## config.mk

```make
export PLATFORM = sky130hd
export DESIGN_NAME = ones_comp_checksum_acc
export DESIGN_NICKNAME = d
export VERILOG_FILES = /design/src/rtl/ones_comp_checksum_acc.sv
export SDC_FILE = /design/constraint.sdc
export NUM_CORES = 1
export LEC_CHECK = 0
export ABC_AREA = 1
export CORE_MARGIN = 4
export CORE_UTILIZATION = 54
export CTS_CLUSTER_SIZE = 12
export DETAILED_ROUTE_END_ITERATION = 7
export PLACE_DENSITY = 0.81
export SYNTH_ARGS = -nofsm -noshare
export SYNTH_HDL_FRONTEND = slang
export SYNTH_SLANG_ARGS = --single-unit
```

## constraint.sdc

```tcl
create_clock -name clk_i -period 3.2 [get_ports clk_i]
set_clock_uncertainty 0.05 [all_clocks]
set_input_delay 0.48 -clock clk_i [delete_from_list [all_inputs] [get_ports clk_i]]
set_output_delay 0.48 -clock clk_i [all_outputs]
set_load 0.005 [all_outputs]
```

## src/rtl/ones_comp_checksum_acc.sv

```systemverilog
// Streaming ones'-complement (mod 2^width-1) checksum accumulator.
// Accumulates framed words over valid/ready and emits one sum/checksum result per packet.

package lau_pkg;
    typedef enum logic {SLOW, FAST} speed_e;
endpackage

module ones_comp_checksum_acc #(
    parameter int unsigned     width    = 16,
    parameter lau_pkg::speed_e speed    = lau_pkg::FAST,
    parameter int unsigned     cntWidth = 16,
    parameter bit              normZero = 1'b0
) (
    input  logic                clk_i,
    input  logic                rst_ni,
    input  logic                clr_i,
    input  logic                in_valid_i,
    output logic                in_ready_o,
    input  logic [width-1:0]    in_data_i,
    input  logic                in_last_i,
    output logic                out_valid_o,
    input  logic                out_ready_i,
    output logic [width-1:0]    out_sum_o,
    output logic [width-1:0]    out_chk_o,
    output logic [cntWidth-1:0] out_cnt_o,
    output logic                out_ovf_o,
    output logic                busy_o
);

    typedef enum logic [0:0] {StIdle, StAcc} state_e;

    localparam logic [width-1:0]    AllOnes = '1;
    localparam logic [width-1:0]    AddOne  = width'(1);
    localparam logic [cntWidth-1:0] CntMax  = '1;
    localparam logic [cntWidth-1:0] CntOne  = cntWidth'(1);

    state_e              state_q, state_d;
    logic [width-1:0]    acc_q, acc_d;
    logic [cntWidth-1:0] cnt_q, cnt_d;
    logic                ovf_q, ovf_d;

    logic                res_valid_q, res_valid_d;
    logic [width-1:0]    res_sum_q, res_sum_d;
    logic [cntWidth-1:0] res_cnt_q, res_cnt_d;
    logic                res_ovf_q, res_ovf_d;

    logic [width-1:0]    sum;
    logic [width-1:0]    sum_norm;
    logic [cntWidth-1:0] cnt_inc;
    logic                cnt_sat;
    logic                beat;

    // mod 2^width-1 adder with end-around carry; all-ones survives as negative zero
    if (speed == lau_pkg::FAST) begin : g_add_fast
        logic [width:0]   s0;
        logic [width-1:0] s1;
        assign s0  = {1'b0, acc_q} + {1'b0, in_data_i};
        assign s1  = s0[width-1:0] + AddOne;
        assign sum = s0[width] ? s1 : s0[width-1:0];
    end else begin : g_add_slow
        logic [width:0] s0;
        assign s0  = {1'b0, acc_q} + {1'b0, in_data_i};
        assign sum = s0[width-1:0] + width'(s0[width]);
    end

    assign sum_norm = (normZero && (sum == AllOnes)) ? '0 : sum;
    assign cnt_sat  = (cnt_q == CntMax);
    assign cnt_inc  = cnt_sat ? cnt_q : cnt_q + CntOne;

    assign in_ready_o = (~res_valid_q | out_ready_i) & ~clr_i;
    assign beat       = in_valid_i & in_ready_o;

    always_comb begin
        state_d     = state_q;
        acc_d       = acc_q;
        cnt_d       = cnt_q;
        ovf_d       = ovf_q;
        res_valid_d = res_valid_q;
        res_sum_d   = res_sum_q;
        res_cnt_d   = res_cnt_q;
        res_ovf_d   = res_ovf_q;

        if (res_valid_q && out_ready_i) begin
            res_valid_d = 1'b0;
        end

        if (clr_i) begin
            state_d = StIdle;
            acc_d   = '0;
            cnt_d   = '0;
            ovf_d   = 1'b0;
        end else if (beat) begin
            // idle keeps acc/cnt/ovf at zero, so both states share one datapath
            if (in_last_i) begin
                res_valid_d = 1'b1;
                res_sum_d   = sum_norm;
                res_cnt_d   = cnt_inc;
                res_ovf_d   = ovf_q | cnt_sat;
                state_d     = StIdle;
                acc_d       = '0;
                cnt_d       = '0;
                ovf_d       = 1'b0;
            end else begin
                state_d = StAcc;
                acc_d   = sum;
                cnt_d   = cnt_inc;
                ovf_d   = ovf_q | cnt_sat;
            end
        end
    end

    always_ff @(posedge clk_i or negedge rst_ni) begin
        if (!rst_ni) begin
            state_q     <= StIdle;
            acc_q       <= '0;
            cnt_q       <= '0;
            ovf_q       <= 1'b0;
            res_valid_q <= 1'b0;
            res_sum_q   <= '0;
            res_cnt_q   <= '0;
            res_ovf_q   <= 1'b0;
        end else begin
            state_q     <= state_d;
            acc_q       <= acc_d;
            cnt_q       <= cnt_d;
            ovf_q       <= ovf_d;
            res_valid_q <= res_valid_d;
            res_sum_q   <= res_sum_d;
            res_cnt_q   <= res_cnt_d;
            res_ovf_q   <= res_ovf_d;
        end
    end

    assign out_valid_o = res_valid_q;
    assign out_sum_o   = res_sum_q;
    assign out_chk_o   = ~res_sum_q;
    assign out_cnt_o   = res_cnt_q;
    assign out_ovf_o   = res_ovf_q;
    assign busy_o      = (state_q == StAcc);

endmodule

```

# --- After elaboration in Yosys (flattened, before gate mapping) ---
# Cells that the tools add are included.
word_totals:
  reg_bits: 68
  in_bits: 22
  output_inout_bits: 52
  elab_cells: 40
classes:
  addsub: 3
  eq_ne: 1
  mux: 18
  n_bitwise: 7
  reduce_logical: 3
op_table:
  columns: ["cell", "count"]
  rows:
  - ["$mux 16", 8]
  - ["$add 16x1->16 const B", 2]
  - ["$add 16x16->17", 1]
  - ["$eq 16x16->1 const B", 1]
  - ["$not 16->16", 1]
  - ["$mux 1", 10]
  - ["$reduce_and 3->1", 1]
  - ["$and 1x1->1", 2]
  - ["$not 1->1", 2]
  - ["$or 1x1->1", 2]
  - ["$reduce_bool 2->1", 1]
  - ["$logic_and 1x1->1", 1]

# --- Logic depth before layout (Yosys ltp) ---
depth:
  word_depth: 6
  ltp_mapped: 17
  mapped_depth_nobuf: 17

# --- Worst setup path before layout ---
# Ideal clock, no wire load.
synth_path:
  path_kind: "input to register"
  start: "in in_data_i[0]"
  end: "reg acc_q[15]"
  setup_time_ps: 117
  arrival_ps: 2177
  required_time_ps: 3033
  slack_ps: 856
  stages: 14
  path_buffers: 0
  path_cell_list: "ha_1 > fa_1 > nand2_1 > nand2_2 > nand3_2 > nand2_2 > nand2_1 > nand2_1 > nor2_1 > nand3_4 > nor2_4 > nand3_1 > nand3_1 > nand2_1"
synth_between:
  elab_chain_cells: 6
synth_lines:
  columns: ["item", "line", "source"]
  rows:
  - ["start, declared", "19", "input logic [width-1:0] in_data_i,"]
  - ["$add 16x16->17 *", "57", "assign s0 = {1'b0, acc_q} + {1'b0, in_data_i};"]
  - ["$add 16x1->16", "58", "assign s1 = s0[width-1:0] + AddOne;"]
  - ["$mux 16 *", "59", "assign sum = s0[width] ? s1 : s0[width-1:0];"]
  - ["$mux 16 *", "94", "if (in_last_i) begin"]
  - ["$mux 16 *", "92", "end else if (beat) begin"]
  - ["$mux 16 *", "87", "if (clr_i) begin"]
  - ["end signal, assigned", "115", "acc_q <= '0;"]
  - ["end signal, assigned", "124", "acc_q <= acc_d;"]
  - ["end, declared", "38", "logic [width-1:0] acc_q, acc_d;"]
# Mark *: on every way between the ends. The rest lies on a longest branch, timed or not. The select of a mux whose other input is x is not followed.
# A chain may end at the register's enable or synchronous reset.

# --- Worst setup path after layout ---
# Same ends and word-level chain as after synthesis.

==> results.yml <==
run_status:
  status: "completed"
finish:
  area.growth.synth_to_final_pct: 25.1
  drive_gt1_share_pct: 6.79
  nets: 728
  fillCellCount: 667
  antennaDiodeCount: 0
yosys:
  synth_edf_count: 0
  ys_types: 34
  synth-seq-area-share_pct: 39.1
  synthFlopType: "dfrtp_1"
  yosysTopAreaCellShare_pct: 39.1
  syn-cell-area_mm2: 0.00435
  synthArstFlopShare_pct: 100
  yosys_warnings: 0
  syn_avg_cell_area_um2: 7.15
  synth_area_leader_cell: "dfrtp_1"
  postSynthCellCount: 608
  ys_ff_latch: 68
  postSynthNetCount: 649
  synthTopCellsByArea: "dfrtp_1 39%, nand2_1 18%, inv_1 7.9%"
clock_tree:
  cts_root_buffer: "clkbuf_8"
  post-cts-setup-buffer-count: 0
  htreeDepth: 3
  cts_resized: 0
  cts_tree: "yes"
  clk_pin_slew_ns: 0.08
  clock_path_buffers: 2
  numCtsBuffers: 9
  clock-sinks: 68
  cts_hold_buf: 1
  clock_latency_ns: 0.34
routing:
  vias: 4244
  post_drt_via_cell_ratio: 5.35
  routedWlPerCell_um: 14.1
  dr.pass1.iters: 5
  drt_iter0_drc: 290
  drtAntennaViolNets: 0
  routed_wl_um: 11200
  drt_drc_violations_left: 0
grt:
  grt_usage_pct: 24.3
  grt_pass1_vias: 4190
  grt_max_degree: 44
  grt_overflow: 0
  antenna_found_initial: 0
  grt_pass1_wl_um: 19300
sta:
  report.final.slew_viol_count: 0
  timing.final.crit_share_pct: 84.1
  relSlewSlack_pct: 21.4
  hold_violations: 0
  fin_setup_tns_ns: 0
  whs_ns: 0.429
  grt_setup_unrepaired: "false"
  post-route-min-period_ns: 2.69
  fmax_mhz: 372
  tightestPinTransition_ns: 1.18
  final-setup-viol-count: 0
floorplanning:
  die_h_um: 97.7
  start_util_pct: 56.0
  rows: 32
  fp.dieW_um: 97.7
  ioPinCount: 74
  die-area_mm2: 0.00955
  core_region_area_mm2: 0.00777
placement:
  portBuffers: 73
  gp_congestion: 0.928
  place_hpwl_um: 8330
worst_setup_path:
  critical_path.slowest_cell: "fa_1"
  r2r_slack_ns: 0.70
  cpPeakStageDelay_ns: 0.46
  crit_path_end_kind: "register"
  arrival_ns: 2.88
  path_class: "in -> reg"
  crit_family: "simple AND/OR/NAND/NOR gates"
  cp-start-kind: "input port"
  crit_buf_inv: 1
  crit_chain: "clkdlybuf4s50_1 > ha_1 > fa_1 > xor2_2 > nand3_2 > nor2_1 > nand2_1 > nor2_4 > nand3_4 > nor2_4 > nand3_1 > nand3_1 > nand2_1"
  critPathRequiredTime_ns: 3.39
  reg2reg_depth: 12
  r2r-start: "acc_q[0]$_DFFE_PN0P_"
  crit_fanout: 4
  r2r-end: "acc_q[15]$_DFFE_PN0P_"
min_path:
  min_path_cells: 2
  worstHoldStart: "busy_o$_DFFE_PN0P_"
  hold_path_end: "busy_o$_DFFE_PN0P_"
  hold_class: "reg -> reg"
power:
  p_leak_nw: 2.74
  vdd_drop_max_mv: 0.325
  cellPowerDensity_mw_per_mm2: 468
  finalPower_mw: 2.54
flow_run:
  cap_violations: 0
-- sequential cells by signal (all words and copies together) (netlist names) --
name and cells:
acc_q 16, busy_o 1, cnt_q 16, out_cnt_o 16
out_ovf_o 1, out_sum_o 16, out_valid_o 1, ovf_q 1
-- worst register-to-register path, delay by kind of cell, from the launching register on --
| kind | cells | cell delay (ns) |
|---|---|---|
| adder cells (fa/ha/maj) | 2 | 0.68 |
| XOR/XNOR | 1 | 0.30 |
| flip-flops | 1 | 0.39 |
| AND/OR/NAND/NOR | 9 | 0.98 |
-- where the power goes --
group	total (mW)	switching (mW)	leakage, nW	internal (mW)
Combinational	0.703	0.366	1.70	0.338
Clock	0.854	0.335	0.120	0.519
Sequential	0.986	0.0550	0.914	0.931
Total	2.54	0.756	2.74	1.79
-- through the flow --
stage	util (%)	setup WS [ns]	cell area, µm²	std cells
4_1_cts	70.0	0.538	5440	794
3_5_place_dp	66.8	0.237	5190	777
5_1_grt	70.0	0.314	5440	794
6_report	70.0	0.509	5440	794
2_1_floorplan	-	0.856	4350	608
3_3_place_gp	66.8	0.307	5190	777
-- synthesized netlist by cell type, types with 8 or more instances --
library cell and count:
xor2_1 14, nand2_1 212, nor3_1 11, a21oi_1 19
o21ai_1 11, o21ai_0 29, ha_1 18, nor2_1 26
dfrtp_1 68, inv_1 92, clkbuf_1 9, nand4_1 8
nand3_1 42, o22ai_1 8
-- final cells by class --
| type | instances | area [µm²] | area share, % |
|---|---|---|---|
| multi-input combinational | 436 | 2250 | 41.3 |
| sequential | 68 | 1700 | 31.3 |
| timing repair buffer | 79 | 773 | 14.2 |
| inverter | 93 | 349 | 6.42 |
| clock buffer | 10 | 128 | 2.35 |
| tap | 102 | 128 | 2.35 |
| clock inverter | 6 | 113 | 2.07 |
-- worst max-delay path by stage --
| stage | end | cells after the start | from |
|---|---|---|---|
| 4_1_cts | acc_q[15]$_DFFE_PN0P_ | 13 | in_data_i[0] |
| 2_1_floorplan | acc_q[15]$_DFFE_PN0P_ | 14 | in_data_i[0] |
| 5_1_grt | out_sum_o[14]$_DFFE_PN0P_ | 15 | in_data_i[0] |
| 6_report | acc_q[15]$_DFFE_PN0P_ | 13 | in_data_i[0] |
| 3_3_place_gp | out_sum_o[13]$_DFFE_PN0P_ | 17 | in_data_i[0] |
| 3_5_place_dp | out_sum_o[10]$_DFFE_PN0P_ | 15 | in_data_i[0] |
-- cell families after synthesis --
kind of cell / share of synthesized area (%)
buffers and inverters: 9.15
XOR/XNOR: 3.19
flip-flops: 39.1
AND/OR/NAND/NOR: 32.6
AO/OA/AOI/OAI: 10.1
multiplexers: 0.230
adder cells (fa/ha/maj): 5.64
-- routing by layer --
metal	wire length, µm	track usage [%]
met1	5270	33.1
met2	5100	39.5
met3	597	3.93
met4	250	8.52
met5	0	0
-- layout by cell type (no fill, tap or decap), drive strengths merged, types with 6 or more instances in the layout --
cell type | Yosys | routed
nand4 | 8 | 8
nor2 | 31 | 31
nand3 | 49 | 49
buf | 2 | 6
o21ai | 40 | 40
nand2 | 220 | 220
ha | 18 | 18
a21oi | 21 | 21
nor3 | 11 | 11
xor2 | 15 | 15
dfrtp | 68 | 68
o22ai | 8 | 8
clkbuf | 9 | 10
inv | 93 | 93
clkdlybuf4s50 | 0 | 72
Power figures use the tool's default switching activity.
